**src/rtl/riscv_pkg.sv**
```systemverilog
// Shared RV32 definitions for the multiply/divide sequencer: operand width,
// op encodings and sequencer state encodings.
package riscv_pkg;

  localparam int unsigned XLEN = 32;

  typedef enum logic [1:0] {
    OpMul   = 2'b00,
    OpMulhu = 2'b01,
    OpDivu  = 2'b10,
    OpRemu  = 2'b11
  } md_op_e;

  typedef enum logic [1:0] {
    StIdle = 2'b00,
    StMul  = 2'b01,
    StDiv  = 2'b10,
    StDone = 2'b11
  } md_state_e;

  function automatic logic op_is_div(logic [1:0] op);
    return op[1];
  endfunction

endpackage

```
**src/rtl/muldiv_iter.sv**
```systemverilog
// Iteration datapath: 64-bit shift-add product register and 32-bit restoring
// shift-subtract quotient/remainder registers, one step per enabled cycle.
module muldiv_iter
  import riscv_pkg::*;
(
  input  logic              clk,
  input  logic              rst_n,
  input  logic              i_load,
  input  logic              i_mul_step,
  input  logic              i_div_step,
  input  logic [XLEN-1:0]   i_srca,
  input  logic [XLEN-1:0]   i_srcb,
  output logic [2*XLEN-1:0] o_product,
  output logic [XLEN-1:0]   o_quotient,
  output logic [XLEN-1:0]   o_remainder,
  output logic              o_div_zero
);

  logic [XLEN-1:0]   r_srca;
  logic [XLEN-1:0]   r_srcb;
  logic [2*XLEN-1:0] r_prod;
  logic [XLEN-1:0]   r_quot;
  logic [XLEN-1:0]   r_rem;

  logic [XLEN:0] w_mul_sum;
  logic [XLEN:0] w_rem_shift;
  logic [XLEN:0] w_diff;

  // Multiplier sits in the low half and is consumed LSB-first as the sum shifts in.
  assign w_mul_sum   = {1'b0, r_prod[2*XLEN-1:XLEN]} + (r_prod[0] ? {1'b0, r_srca} : '0);
  assign w_rem_shift = {r_rem, r_quot[XLEN-1]};
  assign w_diff      = w_rem_shift - {1'b0, r_srcb};

  always_ff @(posedge clk or negedge rst_n) begin
    if (!rst_n) begin
      r_srca <= '0;
      r_srcb <= '0;
      r_prod <= '0;
      r_quot <= '0;
      r_rem  <= '0;
    end else if (i_load) begin
      r_srca <= i_srca;
      r_srcb <= i_srcb;
      r_prod <= {{XLEN{1'b0}}, i_srcb};
      r_quot <= i_srca;
      r_rem  <= '0;
    end else begin
      if (i_mul_step) begin
        r_prod <= {w_mul_sum, r_prod[XLEN-1:1]};
      end
      if (i_div_step) begin
        // Quotient register doubles as the dividend shift register.
        if (!w_diff[XLEN]) begin
          r_rem  <= w_diff[XLEN-1:0];
          r_quot <= {r_quot[XLEN-2:0], 1'b1};
        end else begin
          r_rem  <= w_rem_shift[XLEN-1:0];
          r_quot <= {r_quot[XLEN-2:0], 1'b0};
        end
      end
    end
  end

  assign o_product   = r_prod;
  assign o_quotient  = r_quot;
  assign o_remainder = r_rem;
  assign o_div_zero  = (r_srcb == '0);

endmodule

```
**src/rtl/muldiv_sequencer.sv**
```systemverilog
// Multi-cycle MUL/MULHU/DIVU/REMU unit: FSM, iteration counter and pipeline
// stall/done/result control around the muldiv_iter datapath.
module muldiv_sequencer #(
  parameter int unsigned XLEN = riscv_pkg::XLEN
) (
  input  logic            clk,
  input  logic            rst_n,
  input  logic            startE,
  input  logic [1:0]      opE,
  input  logic [XLEN-1:0] srcaE,
  input  logic [XLEN-1:0] srcbE,
  input  logic            flushE,
  output logic            stall_req,
  output logic            busy,
  output logic            done,
  output logic [XLEN-1:0] result
);
  import riscv_pkg::*;

  md_state_e r_state;
  md_state_e w_state_nxt;
  md_op_e    r_op;
  logic [4:0] r_cnt;
  logic [4:0] w_cnt_nxt;
  logic [XLEN-1:0] r_result;

  logic w_load;
  logic w_mul_step;
  logic w_div_step;
  logic w_stall;
  logic [2*XLEN-1:0] w_product;
  logic [XLEN-1:0]   w_quotient;
  logic [XLEN-1:0]   w_remainder;
  logic              w_div_zero;
  logic [XLEN-1:0]   w_final;

  muldiv_iter u_iter (
    .clk         (clk),
    .rst_n       (rst_n),
    .i_load      (w_load),
    .i_mul_step  (w_mul_step),
    .i_div_step  (w_div_step),
    .i_srca      (srcaE),
    .i_srcb      (srcbE),
    .o_product   (w_product),
    .o_quotient  (w_quotient),
    .o_remainder (w_remainder),
    .o_div_zero  (w_div_zero)
  );

  always_comb begin
    w_state_nxt = r_state;
    w_cnt_nxt   = r_cnt;
    w_load      = 1'b0;
    w_mul_step  = 1'b0;
    w_div_step  = 1'b0;
    w_stall     = 1'b0;
    unique case (r_state)
      StIdle: begin
        if (startE && !flushE) begin
          w_load    = 1'b1;
          w_stall   = 1'b1;
          w_cnt_nxt = 5'd31;
          if (op_is_div(opE)) begin
            w_state_nxt = (srcbE == '0) ? StDone : StDiv;
          end else begin
            w_state_nxt = StMul;
          end
        end
      end
      StMul, StDiv: begin
        w_stall = 1'b1;
        if (flushE) begin
          w_state_nxt = StIdle;
        end else begin
          w_mul_step = (r_state == StMul);
          w_div_step = (r_state == StDiv);
          w_cnt_nxt  = r_cnt - 5'd1;
          if (r_cnt == 5'd0) begin
            w_state_nxt = StDone;
          end
        end
      end
      StDone: w_state_nxt = StIdle;
      default: w_state_nxt = StIdle;
    endcase
  end

  // Divide-by-zero skips iteration, so the quotient register still holds the dividend.
  always_comb begin
    w_final = '0;
    unique case (r_op)
      OpMul:   w_final = w_product[XLEN-1:0];
      OpMulhu: w_final = w_product[2*XLEN-1:XLEN];
      OpDivu:  w_final = w_div_zero ? '1 : w_quotient;
      OpRemu:  w_final = w_div_zero ? w_quotient : w_remainder;
      default: w_final = '0;
    endcase
  end

  always_ff @(posedge clk or negedge rst_n) begin
    if (!rst_n) begin
      r_state  <= StIdle;
      r_op     <= OpMul;
      r_cnt    <= '0;
      r_result <= '0;
    end else begin
      r_state <= w_state_nxt;
      r_cnt   <= w_cnt_nxt;
      if (w_load) begin
        r_op <= md_op_e'(opE);
      end
      if (r_state == StDone) begin
        r_result <= w_final;
      end
    end
  end

  assign stall_req = w_stall;
  assign busy      = (r_state != StIdle);
  assign done      = (r_state == StDone);
  assign result    = done ? w_final : r_result;

endmodule
```
**config.mk**
```make
export PLATFORM = sky130hd
export DESIGN_NAME = muldiv_sequencer
export DESIGN_NICKNAME = d
export VERILOG_FILES = /design/src/rtl/riscv_pkg.sv /design/src/rtl/muldiv_iter.sv /design/src/rtl/muldiv_sequencer.sv
export SDC_FILE = /design/constraint.sdc
export NUM_CORES = 1
export LEC_CHECK = 0
export ABC_AREA = 1
export BUFFER_PORTS_ARGS = -buffer_cell sky130_fd_sc_hd__buf_2
export CORE_UTILIZATION = 56
export DETAILED_ROUTE_END_ITERATION = 10
export PLACE_DENSITY = 0.83
export SLEW_MARGIN = 10
export SYNTH_ARGS = -nofsm -noshare
export SYNTH_HDL_FRONTEND = slang
export SYNTH_HIERARCHICAL = 1
export SYNTH_SLANG_ARGS = --single-unit
```
**constraint.sdc**
```tcl
create_clock -name clk -period 2.9 [get_ports clk]
set_clock_uncertainty 0.15 [all_clocks]
set_input_delay 0.29 -clock clk [delete_from_list [all_inputs] [get_ports clk]]
set_output_delay 0.29 -clock clk [all_outputs]
set_load 0.02 [all_outputs]
```
---- After elaboration in Yosys (flattened, before gate mapping) ----
Cells that the tools add are included.
storage, ports and cells
  register bits ........................... 233
  input port bits ......................... 70
  output and inout port bits .............. 35
  logic and storage cells ................. 64
operators by class
  $add $sub $neg .......................... 3
  equality and inequality tests ........... 9
  muxes and demuxes ....................... 29
  reduce and logical (&&, ||, !) cells .... 14
operators by type and width
  operator                                              count
  two-way mux 32 bit                                    9
  two-way mux 64 bit                                    2
  one-hot mux 32 bit (4 select lines)                   1
  logical NOT 32 bit                                    2
  adder 32 x 33 -> 33 bit                               1
  subtractor 33 x 32 -> 33 bit                          1
  two-way mux 5 bit                                     2
  one-hot mux 5 bit (2 select lines)                    1
  equality test 2 bit (second input constant)           4
  two-way mux 1 bit                                     8
  two-way mux 2 bit                                     4
  nonzero test 2 bit                                    4
  one-hot mux 2 bit (3 select lines)                    1
  logical NOT 5 bit                                     1
  subtractor 5 x 1 -> 5 bit (second input constant)     1
  equality test 2 x 1 -> 1 bit (second input constant)  2
  logical NOT 2 bit                                     2
  inequality test 2 bit (second input constant)         2
  inequality test 3 bit (second input constant)         1
  AND reduction 3 bit                                   1
  one-hot mux 1 bit (2 select lines)                    1
  AND reduction 2 bit                                   1
  OR reduction 2 bit                                    1
  logical AND 1 bit                                     1
  logical NOT 1 bit                                     1

---- Longest topological paths before layout ----
Gate-level depths: netlist of run 1.
  word-level depth ........................ 5
  mapped depth ............................ 19
  mapped depth without buffers ............ 18

---- Hierarchy ----
The synthesis of run 1 kept the hierarchy.
by module, submodules not included
  module            times used  cells an instance  area an instance (µm²)  seq. area each (µm²)
  muldiv_iter       1           1797               12465.7                 4804.6
  muldiv_sequencer  1           495                3133.0                  1026.0

---- Worst setup path before layout of run 1 ----
OpenSTA, ideal clock, no wires.
  path type ............................... register to register
  from .................................... reg u_iter.r_prod[0], in the netlist u_iter/o_product[0]
  to ...................................... reg u_iter.r_prod[57], in the netlist u_iter/o_product[57]
  setup time .............................. 0.118 ns
  arrival time ............................ 2.430 ns
  required time ........................... 2.632 ns
  slack ................................... 0.202 ns
  stages on the path, launching flop included .. 16
  buffers on the path ..................... 2
  period minus slack after synthesis ...... 2.698 ns
  path through ............................ dfrtp_1 -> clkbuf_1 -> clkbuf_1 -> nand2_1 -> inv_1 -> ha_1 -> inv_1 -> fa_1 -> o21ai_2 -> a21oi_1 -> o21ai_0 -> nand2_1 -> nand2_1 -> nand2_1 -> nand3_1 -> nand2_1
between the ends
  cells in the longest elaborated chain, start to end .. 4
RTL lines
  element                   line               source
  start: declaration        muldiv_iter.sv:21  logic [2*XLEN-1:0] r_prod;
  start signal: assignment  muldiv_iter.sv:44  r_prod <= {{XLEN{1'b0}}, i_srcb};
  start signal: assignment  muldiv_iter.sv:49  r_prod <= {w_mul_sum, r_prod[XLEN-1:1]};
  two-way mux 32 bit        muldiv_iter.sv:30  assign w_mul_sum = {1'b0, r_prod[2*XLEN-1:XLEN]} + (r_prod[0] ? {1'b0, r_srca} : '0);
  adder 32 x 33 -> 33 bit   muldiv_iter.sv:30
  two-way mux 64 bit        muldiv_iter.sv:48  if (i_mul_step) begin
  two-way mux 64 bit        muldiv_iter.sv:41  end else if (i_load) begin
Every way passes these cells. The select of a mux whose other input is x is not followed.
A chain may end at the register's enable or synchronous reset.

---- Worst setup path after layout of run 1 ----
  from .................................... reg u_iter.r_srcb[8]
  to ...................................... out result[20]
between the ends
  cells in the longest elaborated chain, start to end .. 4
  elaborated cells between the ends (all ways) .. 5
  classes of those cells .................. mux: 4; reduce/logical: 1
RTL lines
  element                                       line                                            source
  start: declaration                            muldiv_iter.sv:20                               logic [XLEN-1:0] r_srcb;
  start signal: assignment                      muldiv_iter.sv:43                               r_srcb <= i_srcb;
  logical NOT 32 bit (*)                        muldiv_iter.sv:67                               assign o_div_zero = (r_srcb == '0);
  net w_div_zero                                muldiv_sequencer.sv:34                          logic w_div_zero;
  two-way mux 32 bit, on equally long branches  muldiv_sequencer.sv:96, muldiv_sequencer.sv:95
  one-hot mux 32 bit (4 select lines) (*)       muldiv_sequencer.sv:92                          unique case (r_op)
  two-way mux 32 bit (*)                        n/a
  end: declaration                              muldiv_sequencer.sv:16                          output logic [XLEN-1:0] result
The timed path passes the listed nets; every way through them passes the cells marked *.

==> run summary, run 1 <==
The run finished, with violations left. The final reports fail on design-rule violations, negative setup slack. STA classifies the critical path startpoint as a flop. The sort of element at the end of the critical path is an output pin. TritonCTS built the clock tree. The initial core utilization came out at 0.5756.

The tools report the number of max-slew violations in the final report as 0. In this run the standard cell core region covers 0.02710 mm^2. After legalization and detailed placement, the total HPWL measured 38090 um. With fillers left out, the area of the finished cells amounts to 0.01884 mm^2. Counting every instance in the synthesized netlist gives 2292. The clock drives 233 sinks.

Entering global routing, the biggest net connects 78 pins. At the end of the flow, the number of nets in the layout was 2619. The first detailed-routing pass took 10 iterations.

Setup total negative slack on the finished layout was measured at -13.08 ns. The area overhead of the layout relative to synthesis is 20.78%, and the combinational fraction of design power is 0.528. Using the TritonRoute via totals, the vias-per-cell ratio works out to 5.727.

Row generation in the floorplan step produced 60 rows. Clock latency on the worst-skew pair, taken at its later pin, is 0.55 ns. The sequential share of power is 0.289, and the post-place instance area is 0.01650 mm^2. The internal power of the cells totals 10.47 mW.

The cell type with the highest aggregate area in the netlist is sky130_fd_sc_hd__dfrtp_1. The power per cell area was 1051 mW/mm^2. Once placement completed, the tool counted placed cells totaling 2728. Counting flops and latches in the post-synthesis netlist gives 233. The clock passes through at most 3 buffers. Setup repair after global routing could not meet its margin everywhere.

After layout, the minimum clock period comes to 3.440 ns. For the pin with the worst max-slew slack, the measured transition is 0.7316 ns. The number of endpoints with negative hold slack in the final report was 0. The count of filler cells inserted in the layout was 2203.

Yosys printed 6 warnings. Input and output buffers added on the ports amount to 104. The total of max-cap violations is 0. The highest signal layer in the routed design was met4.

The first global-routing pass estimated 82570 um of wire. The portion of synthesized cell area occupied by the leading cell type works out to 0.3738. After global routing the overflow that remains totals 0. For the worst setup path, the data arrival time is 3.00 ns. Die footprint: 0.02853 mm^2. The net switching share of the total power came out at 0.4715. The run gives 1 as the number of antenna violations at the first check in global routing. After clock tree synthesis, the clock-pin slew on the worst setup and hold paths is 0.06 ns.

The tools report the unique cell type count in the Yosys netlist as 41. The average instance in the mapped netlist occupies 6.806 um^2. The tools report the leakage power as 10.07 nW. The H-tree level count is 1, and the final routed wire length divided by cell count is 19.16 um. The final instance count without filler cells is 2869. Setup violations remaining at the end of the flow were counted as 33. The tools report the power dissipated by switching net loads as 9.339 mW. Post-route clock period utilization: 1.186.

For this block, wires on met1 add up to 23130 um. In the post-synthesis netlist, the biggest area contributors are sky130_fd_sc_hd__dfrtp_1 37%, sky130_fd_sc_hd__nand2_1 21%, sky130_fd_sc_hd__inv_1 7.1%. The logs give 0.3711 for the overall track demand over capacity in global routing and 15340 for the via count of the first global-routing pass. The relative max-transition margin is 0.5111, and the worst-case setup margin in the final layout is -0.5401 ns.

The run gives 16430 as the number of vias after detailed routing. For this block, the initial DRC count from the detailed router was 1939. The maximum frequency from static timing analysis is 290.7 MHz. The met2 wirelength from detailed routing is 24440 um, and the overall die height is 168.9 um. The type of the worst setup path was reg2out. For the sequential fraction of the synthesis area, the log shows 0.3738.

Detailed routing placed a total of 4982 um of wire on met3. In this run the count of I/O pins placed on the die edge is 105. The routed design has 54970 um of wire. The tools report the remaining design rule violation count as 1. Buffers inserted during clock tree synthesis total 27.

For the number of nets produced by synthesis, the log shows 2434. Summing every instance area after synthesis gives 0.01560 mm^2. The worst-case IR drop observed on VDD is 1.014 mV.

Share of final-layout standard cells stronger than drive strength 1: 0.1266. The path class of the tightest hold or removal check is in2reg. The tools report the final weighted congestion in routability-driven placement as 0.9563.

The required time at the endpoint of the critical path was 2.46 ns. The largest fanout of any net on the critical path was 6. The die is 168.9 um wide. Clock share of power: 0.183. Once detail routing completed, the nets flagged for antenna violations numbered 0. The tree is rooted in a sky130_fd_sc_hd__clkbuf_16.
==> cells in the final DEF (no fill, tap or decap), types with 3 or more instances in the layout <==
cell and count:
sky130_fd_sc_hd__nand2_1 831, sky130_fd_sc_hd__inv_1 295, sky130_fd_sc_hd__dfrtp_1 233, sky130_fd_sc_hd__nor2_1 171
sky130_fd_sc_hd__o21ai_0 114, sky130_fd_sc_hd__nand3_1 97, sky130_fd_sc_hd__buf_2 72, sky130_fd_sc_hd__a21oi_1 71
sky130_fd_sc_hd__ha_1 70, sky130_fd_sc_hd__dlygate4sd3_1 66, sky130_fd_sc_hd__buf_4 53, sky130_fd_sc_hd__nand2_2 51
sky130_fd_sc_hd__nand4_1 49, sky130_fd_sc_hd__o21ai_1 43, sky130_fd_sc_hd__o211ai_1 34, sky130_fd_sc_hd__o221ai_1 31
sky130_fd_sc_hd__buf_6 30, sky130_fd_sc_hd__clkbuf_16 29, sky130_fd_sc_hd__xnor2_1 22, sky130_fd_sc_hd__nor2_2 15
sky130_fd_sc_hd__nor2_4 11, sky130_fd_sc_hd__nor3_1 8, sky130_fd_sc_hd__a21o_1 8, sky130_fd_sc_hd__nand3b_1 7
sky130_fd_sc_hd__clkbuf_1 6, sky130_fd_sc_hd__buf_12 6, sky130_fd_sc_hd__inv_2 5, sky130_fd_sc_hd__xor2_1 5
sky130_fd_sc_hd__clkinv_2 5, sky130_fd_sc_hd__bufinv_16 5, sky130_fd_sc_hd__nand2_4 5, sky130_fd_sc_hd__nor4_2 5
sky130_fd_sc_hd__o21bai_1 5, sky130_fd_sc_hd__o21ai_2 4, sky130_fd_sc_hd__nand2_8 4, sky130_fd_sc_hd__o21a_1 4
sky130_fd_sc_hd__and2_1 4, sky130_fd_sc_hd__a21oi_2 3, sky130_fd_sc_hd__clkbuf_8 3
==> critical path, stage by stage (launching register included) <==
cell                      delay (ns)
sky130_fd_sc_hd__dfrtp_1        0.37
sky130_fd_sc_hd__inv_1          0.10
sky130_fd_sc_hd__nand4_1        0.15
sky130_fd_sc_hd__nor2_1         0.15
sky130_fd_sc_hd__nand4_1        0.14
sky130_fd_sc_hd__nor4_2         0.31
sky130_fd_sc_hd__buf_4          0.23
sky130_fd_sc_hd__inv_8          0.06
sky130_fd_sc_hd__buf_12         0.13
sky130_fd_sc_hd__nor2_1         0.13
sky130_fd_sc_hd__nor2_1         0.07
sky130_fd_sc_hd__o21ai_1        0.11
sky130_fd_sc_hd__nand4_1        0.11
sky130_fd_sc_hd__nand2_1        0.16
sky130_fd_sc_hd__nand2_2        0.09
sky130_fd_sc_hd__buf_6          0.14
==> power groups by stage <==
stage	clock [mW]	combinational [mW]	sequential [mW]
2_1_floorplan	0	7.00	5.24
6_report	3.63	10.5	5.73
4_1_cts	3.62	9.88	5.61
3_3_place_gp	0	9.07	5.57
3_5_place_dp	0	9.25	5.60
5_1_grt	3.76	11.5	5.81
==> layer usage <==
metal,vias to the layer above,global-route usage
met2,923,0.5977
met1,7665,0.5025
met3,173,0.05845
met4,0,0.1431
met5,-,0
li1,7671,-
==> final cells by class <==
type | count | area, um^2 | area share
clock inverters | 12 | 192.7 | 0.01023
clock buffers | 36 | 739.5 | 0.03925
multi-input cells | 1682 | 8508 | 0.4516
well taps | 372 | 465.4 | 0.02470
repair buffers | 231 | 1957 | 0.1039
inverters | 302 | 1145 | 0.06077
diodes | 1 | 2.502 | 0.0001328
flip-flops and latches | 233 | 5831 | 0.3095
==> final timing paths <==
path | end | startpoint | slack, ns | cells after the start
worst max-delay path | result[20] | u_iter/r_srcb[8] | -0.54 | 15
worst min-delay path | u_iter/r_srca[0] | srcaE[0] | 0.06 | 3
worst max register to register | r_result[2] | u_iter/r_srcb[8] | -0.40 | 21
worst min register to register | u_iter/r_srca[13] | u_iter/r_srca[13] | 0.32 | 2
max in group asynchronous | r_cnt[2] | rst_n | 1.60 | 3
min in group asynchronous | u_iter/r_srca[5] | rst_n | 0.15 | 2
==> kinds of logic (layout without fill, tap and decap cells) <==
logic type               count (synthesis)  in the layout  share of synthesized area
other                                    0              1                          0
AND/OR/NAND/NOR                       1260           1264                     0.3295
flip-flops                             233            233                     0.3738
XOR/XNOR                                27             27                    0.01516
buffers and inverters                  381            581                     0.1033
AO/OA/AOI/OAI                          319            319                     0.1195
adder cells (fa/ha/maj)                 72             72                    0.05872
==> per-stage QoR <==
| stage | hold WS [ns] | util | setup slack (ns) | total power, mW |
|---|---|---|---|---|
| 6_report | 0.06177 | 0.6952 | -0.5401 | 19.81 |
| 5_1_grt | 0.07711 | 0.6952 | -0.6047 | 21.04 |
| 4_1_cts | 0.02023 | 0.6815 | -0.4229 | 19.10 |
| 3_5_place_dp | 0.1446 | 0.6090 | -0.02410 | 14.84 |
| 3_3_place_gp | 0.1379 | 0.6090 | -0.001311 | 14.64 |
| 2_1_floorplan | -0.1556 | - | 0.2020 | 12.24 |
==> sequential cells by signal, summed over array words and instances (netlist names) <==
name / cells
u_iter/o_product: 64
r_result: 32
u_iter/o_quotient: 32
u_iter/o_remainder: 32
u_iter/r_srca: 32
u_iter/r_srcb: 32
r_cnt: 5
r_op: 2
r_state: 2
==> what timing repair did <==
item | CTS | global route
endpoints found under the setup margin | 32 | 84
cloned | 0 | 7
gates resized for setup | 105 | 47
buffers inserted | 10 | 9
endpoints found under the hold margin | 200 | 0
pin swaps | 11 | 13
hold buffers | 66 | 0
==> cell usage after synthesis <==
master,number
sky130_fd_sc_hd__nand2_1,864
sky130_fd_sc_hd__inv_1,297
sky130_fd_sc_hd__dfrtp_1,233
sky130_fd_sc_hd__nor2_1,192
sky130_fd_sc_hd__o21ai_0,121
sky130_fd_sc_hd__nand3_1,99
sky130_fd_sc_hd__a21oi_1,71
sky130_fd_sc_hd__ha_1,70
sky130_fd_sc_hd__nand4_1,49
sky130_fd_sc_hd__o21ai_1,38
sky130_fd_sc_hd__clkbuf_1,37
sky130_fd_sc_hd__o211ai_1,34
sky130_fd_sc_hd__o221ai_1,31
sky130_fd_sc_hd__xnor2_1,22
sky130_fd_sc_hd__nand2_2,21
sky130_fd_sc_hd__buf_6,16
sky130_fd_sc_hd__a21o_1,8
sky130_fd_sc_hd__nor3_1,8
sky130_fd_sc_hd__buf_1,7
sky130_fd_sc_hd__buf_2,7
sky130_fd_sc_hd__buf_4,7
sky130_fd_sc_hd__nand3b_1,7
sky130_fd_sc_hd__nor4_1,7
sky130_fd_sc_hd__o21bai_1,5
sky130_fd_sc_hd__xor2_1,5
sky130_fd_sc_hd__and2_1,4
sky130_fd_sc_hd__inv_2,4
sky130_fd_sc_hd__o21a_1,4
sky130_fd_sc_hd__a21oi_2,3
sky130_fd_sc_hd__clkbuf_2,3
sky130_fd_sc_hd__nor2_4,3
sky130_fd_sc_hd__buf_8,2
sky130_fd_sc_hd__fa_1,2
sky130_fd_sc_hd__nand2_4,2
sky130_fd_sc_hd__nor2_2,2
sky130_fd_sc_hd__o21ai_2,2
sky130_fd_sc_hd__and3_1,1
sky130_fd_sc_hd__clkinv_1,1
sky130_fd_sc_hd__o22ai_1,1
sky130_fd_sc_hd__o311ai_0,1
sky130_fd_sc_hd__or2_0,1
No activity file was read; power rests on OpenSTA's default activity.
==> run 2: changes to the inputs <==
--- a/config.mk
+++ b/config.mk
@@ -9,6 +9,7 @@
 export BUFFER_PORTS_ARGS = -buffer_cell sky130_fd_sc_hd__buf_2
 export CORE_UTILIZATION = 56
 export DETAILED_ROUTE_END_ITERATION = 10
+export MAX_ROUTING_LAYER = met4
 export PLACE_DENSITY = 0.83
 export SLEW_MARGIN = 10
 export SYNTH_ARGS = -nofsm -noshare
==> run summary, run 2 (synthesis gave the netlist of run 1 again) <==
The flow ran to the end, but the final reports show violations. The final reports fail on negative setup slack. The clock period minus worst slack was 3.346 ns. The worst setup path is of the reg2out kind. Summed over all layers, the global routing overflow is 0. The initial core utilization was 0.5756; the overall die height was 168.9 um. Max-cap violations in this run came to 0. For the core area, the log shows 0.02710 mm^2. The worst setup path startpoint is u_iter/r_srcb[8]. For this design the ratio of total power to cell area is 1044 mW/mm^2. The via count of the first global-routing pass was 15890; the first-pass GRT wire length was 85840 um.

The worst-case setup margin in the final layout is -0.4462 ns, and the sequential share of power is 0.291. The die covers 0.02853 mm^2. The clock share of power came out at 0.173. In the final design database the tool counted 2621 nets. The run gives 60 as the placement row count. IR analysis of the VDD net gives a maximum drop of 0.9149 mV. The cell sitting at the root of the clock tree is a sky130_fd_sc_hd__clkbuf_16. In this run the horizontal extent of the chip is 168.9 um.

Critical path's slowest cell: sky130_fd_sc_hd__dfrtp_1. The net switching share of the total power is 0.4753. In the layout the commonest cells are 831 x sky130_fd_sc_hd__nand2_1, 287 x sky130_fd_sc_hd__inv_1, 233 x sky130_fd_sc_hd__dfrtp_1.

For this design the total switching power over the nets is 9.308 mW. The maximum frequency from static timing analysis is 298.8 MHz. H-tree level count: 1. The most numerous cell type found on the critical path is sky130_fd_sc_hd__nand4_1.

The logs give 2.46 ns for the required time at the endpoint of the critical path and 0 for the number of endpoints with negative hold slack in the final report. The wire-length estimate of the detail-placed layout is 39300 um. Setup violations remaining at the end of the flow were counted as 33.

The internal power of the cells totals 10.28 mW. The insertion delay of the later-clocked pin in the worst-skew pair was 0.54 ns; the worst-margin pin slew was 0.7238 ns. The logs give 0.9831 for the final weighted congestion in routability-driven placement and 0.3982 for the overall track demand over capacity in global routing.

The count of port buffers added during placement was 104; the largest net degree at the start of global routing was 82. The final antenna-violating net count was 0. Along the worst hold path, the cell count comes to 4. The share of final-layout standard cells stronger than drive strength 1 was 0.1302; the total clock buffers created by CTS was 26.

The detailed router finished its first iteration with 2169 violations. The number of antenna diodes in the final layout is 0. Broken down by cell family, the worst path's largest delay share belongs to simple AND/OR/NAND/NOR gates. The run gives 0 as the number of max-slew violations in the final report. The number of iterations in the first detailed-routing pass came out at 8. The worst setup path is launched from a flop. TritonCTS built the clock tree. Class of the most critical hold timing path: in2reg. The tools report the endpoint of the worst-slack reg-to-reg timing path as r_result[3]. The number of antenna violations at the first check in global routing is 0, and the tightest hold margin is 0.07295 ns.

The post-route clock period utilization came out at 1.154. The tools report the register-to-register setup slack as -0.36 ns. The deepest clock path buffer count is 3, and the number of flip-flops in the largest register is 64.

The maximum single-stage delay on the critical path is 0.37 ns. The run gives 19.58 mW as the total power. Walking the worst path, the cells encountered are inv_2, nand4_1, nor2_1, nand4_1, nor4_2, buf_4, inv_8, buf_12, nor2_4, nor2_1, o21ai_1, nand4_1, nand2_1, nand2_2, buf_6.

The most common cell after layout, fill and taps aside was sky130_fd_sc_hd__nand2_1. Sum of buffers and inverters on the critical path: 5. Wires add up to 55070 um.

The sum of negative setup slack came out at -12.04 ns. For the clock net sink count, the log shows 233. STA classifies the critical path endpoint as an output pin.

The worst register-to-register path begins at u_iter/r_srcb[8]. Data arrival time at the worst-slack endpoint: 2.91 ns. Relative max-transition margin: 0.5163. Of all nets on the critical path, the largest fanout is 7. Leakage power: 10.04 nW.

Setup repair after global routing could not meet its margin everywhere. The clock-pin slew reported for the worst setup and hold paths after clock tree synthesis came out at 0.06 ns. The tools report the destination of the critical timing path as result[21]. 105 I/O pins were placed. After detailed routing, the average wire length per cell comes to 19.20 um.

In the routed design, unresolved DRC markers number 0. Depth of the critical timing path with buffers and inverters included: 15. The via count normalized by instance count is 5.709. The depth of the worst register-to-register path was 21.

For this block, the via count after detailed routing is 16380. The run gives 0.536 as the combinational fraction of design power. From synthesis to final layout, the design area changed by 20.25%.
run 2: cell types whose count changed in the layout (fill, tap and decap cells not counted), moves of 3 or more:
cell	delta
sky130_fd_sc_hd__nor2_2	+4
sky130_fd_sc_hd__nand2_8	-3
sky130_fd_sc_hd__bufinv_16	-3
sky130_fd_sc_hd__o21ai_1	+4
sky130_fd_sc_hd__o21ai_0	-3
sky130_fd_sc_hd__nor2_4	-3
sky130_fd_sc_hd__nand2_4	-3
sky130_fd_sc_hd__inv_1	-8
sky130_fd_sc_hd__inv_2	+8
run 2: per-stage QoR:
step                  util  cell area [um^2]  std cells  worst slack [ns]
floorplan                -             15600       2292            0.2020
global placement    0.6108             16550       2733          0.003993
detailed placement  0.6108             16550       2733          -0.01293
CTS                 0.6878             18640       2861           -0.3797
global route        0.6921             18760       2869           -0.5898
finish              0.6921             18760       2869           -0.4462
run 2: worst min-delay path by stage:
| stage | startpoint | end | slack (ns) |
|---|---|---|---|
| 5_1_grt | startE | r_cnt[3] | 0.09 |
| 3_5_place_dp | rst_n | u_iter/r_srca[10] | 0.13 |
| 4_1_cts | startE | r_cnt[1] | 0.07 |
| 6_report | startE | r_cnt[1] | 0.07 |
| 3_3_place_gp | rst_n | u_iter/o_product[44] | 0.13 |
| 2_1_floorplan | rst_n | r_cnt[0] | -0.16 |
run 2: layer usage:
| metal | vias up | wire length (um) | part of all wire | global-route usage |
|---|---|---|---|---|
| li1 | 7664 | - | - | - |
| met5 | - | 0 | 0 | - |
| met3 | 159 | 4750 | 0.086 | 0.05191 |
| met4 | 0 | 2337 | 0.042 | 0.1632 |
| met1 | 7631 | 23550 | 0.43 | 0.5324 |
| met2 | 924 | 24430 | 0.44 | 0.6119 |
run 2: cell type report:
cell class,count,area [um^2]
Multi-Input combinational cell,1678,8401
Fill cell,2186,8344
Sequential cell,233,5831
Timing Repair Buffer,238,2048
Inverter,302,1141
Clock buffer,36,759.5
Tap cell,372,465.4
Clock inverter,10,111.4
run 2: worst register-to-register path: cells and delay by family, from the launching register on:
family / cells / cell delay [ns]
AND/OR/NAND/NOR: 9 / 1.17
flip-flops: 1 / 0.37
buffers and inverters: 11 / 1.39
AO/OA/AOI/OAI: 1 / 0.10
run 2: what timing repair did:
item	CTS	global route
hold buffers	67	0
buffers inserted	13	8
endpoints found under the setup margin	33	70
gates cloned	3	1
resized for setup	127	30
endpoints found under the hold margin	197	0
pin swaps	25	15
run 2: power by group through the flow:
stage                     Sequential, mW  Clock [mW]  Combinational, mW
after floorplan                     5.24           0               7.00
after global placement              5.55           0               9.17
after detailed placement            5.58           0               9.38
after CTS                           5.62        3.38               10.0
after global routing                5.80        3.52               11.5
final                               5.70        3.38               10.5
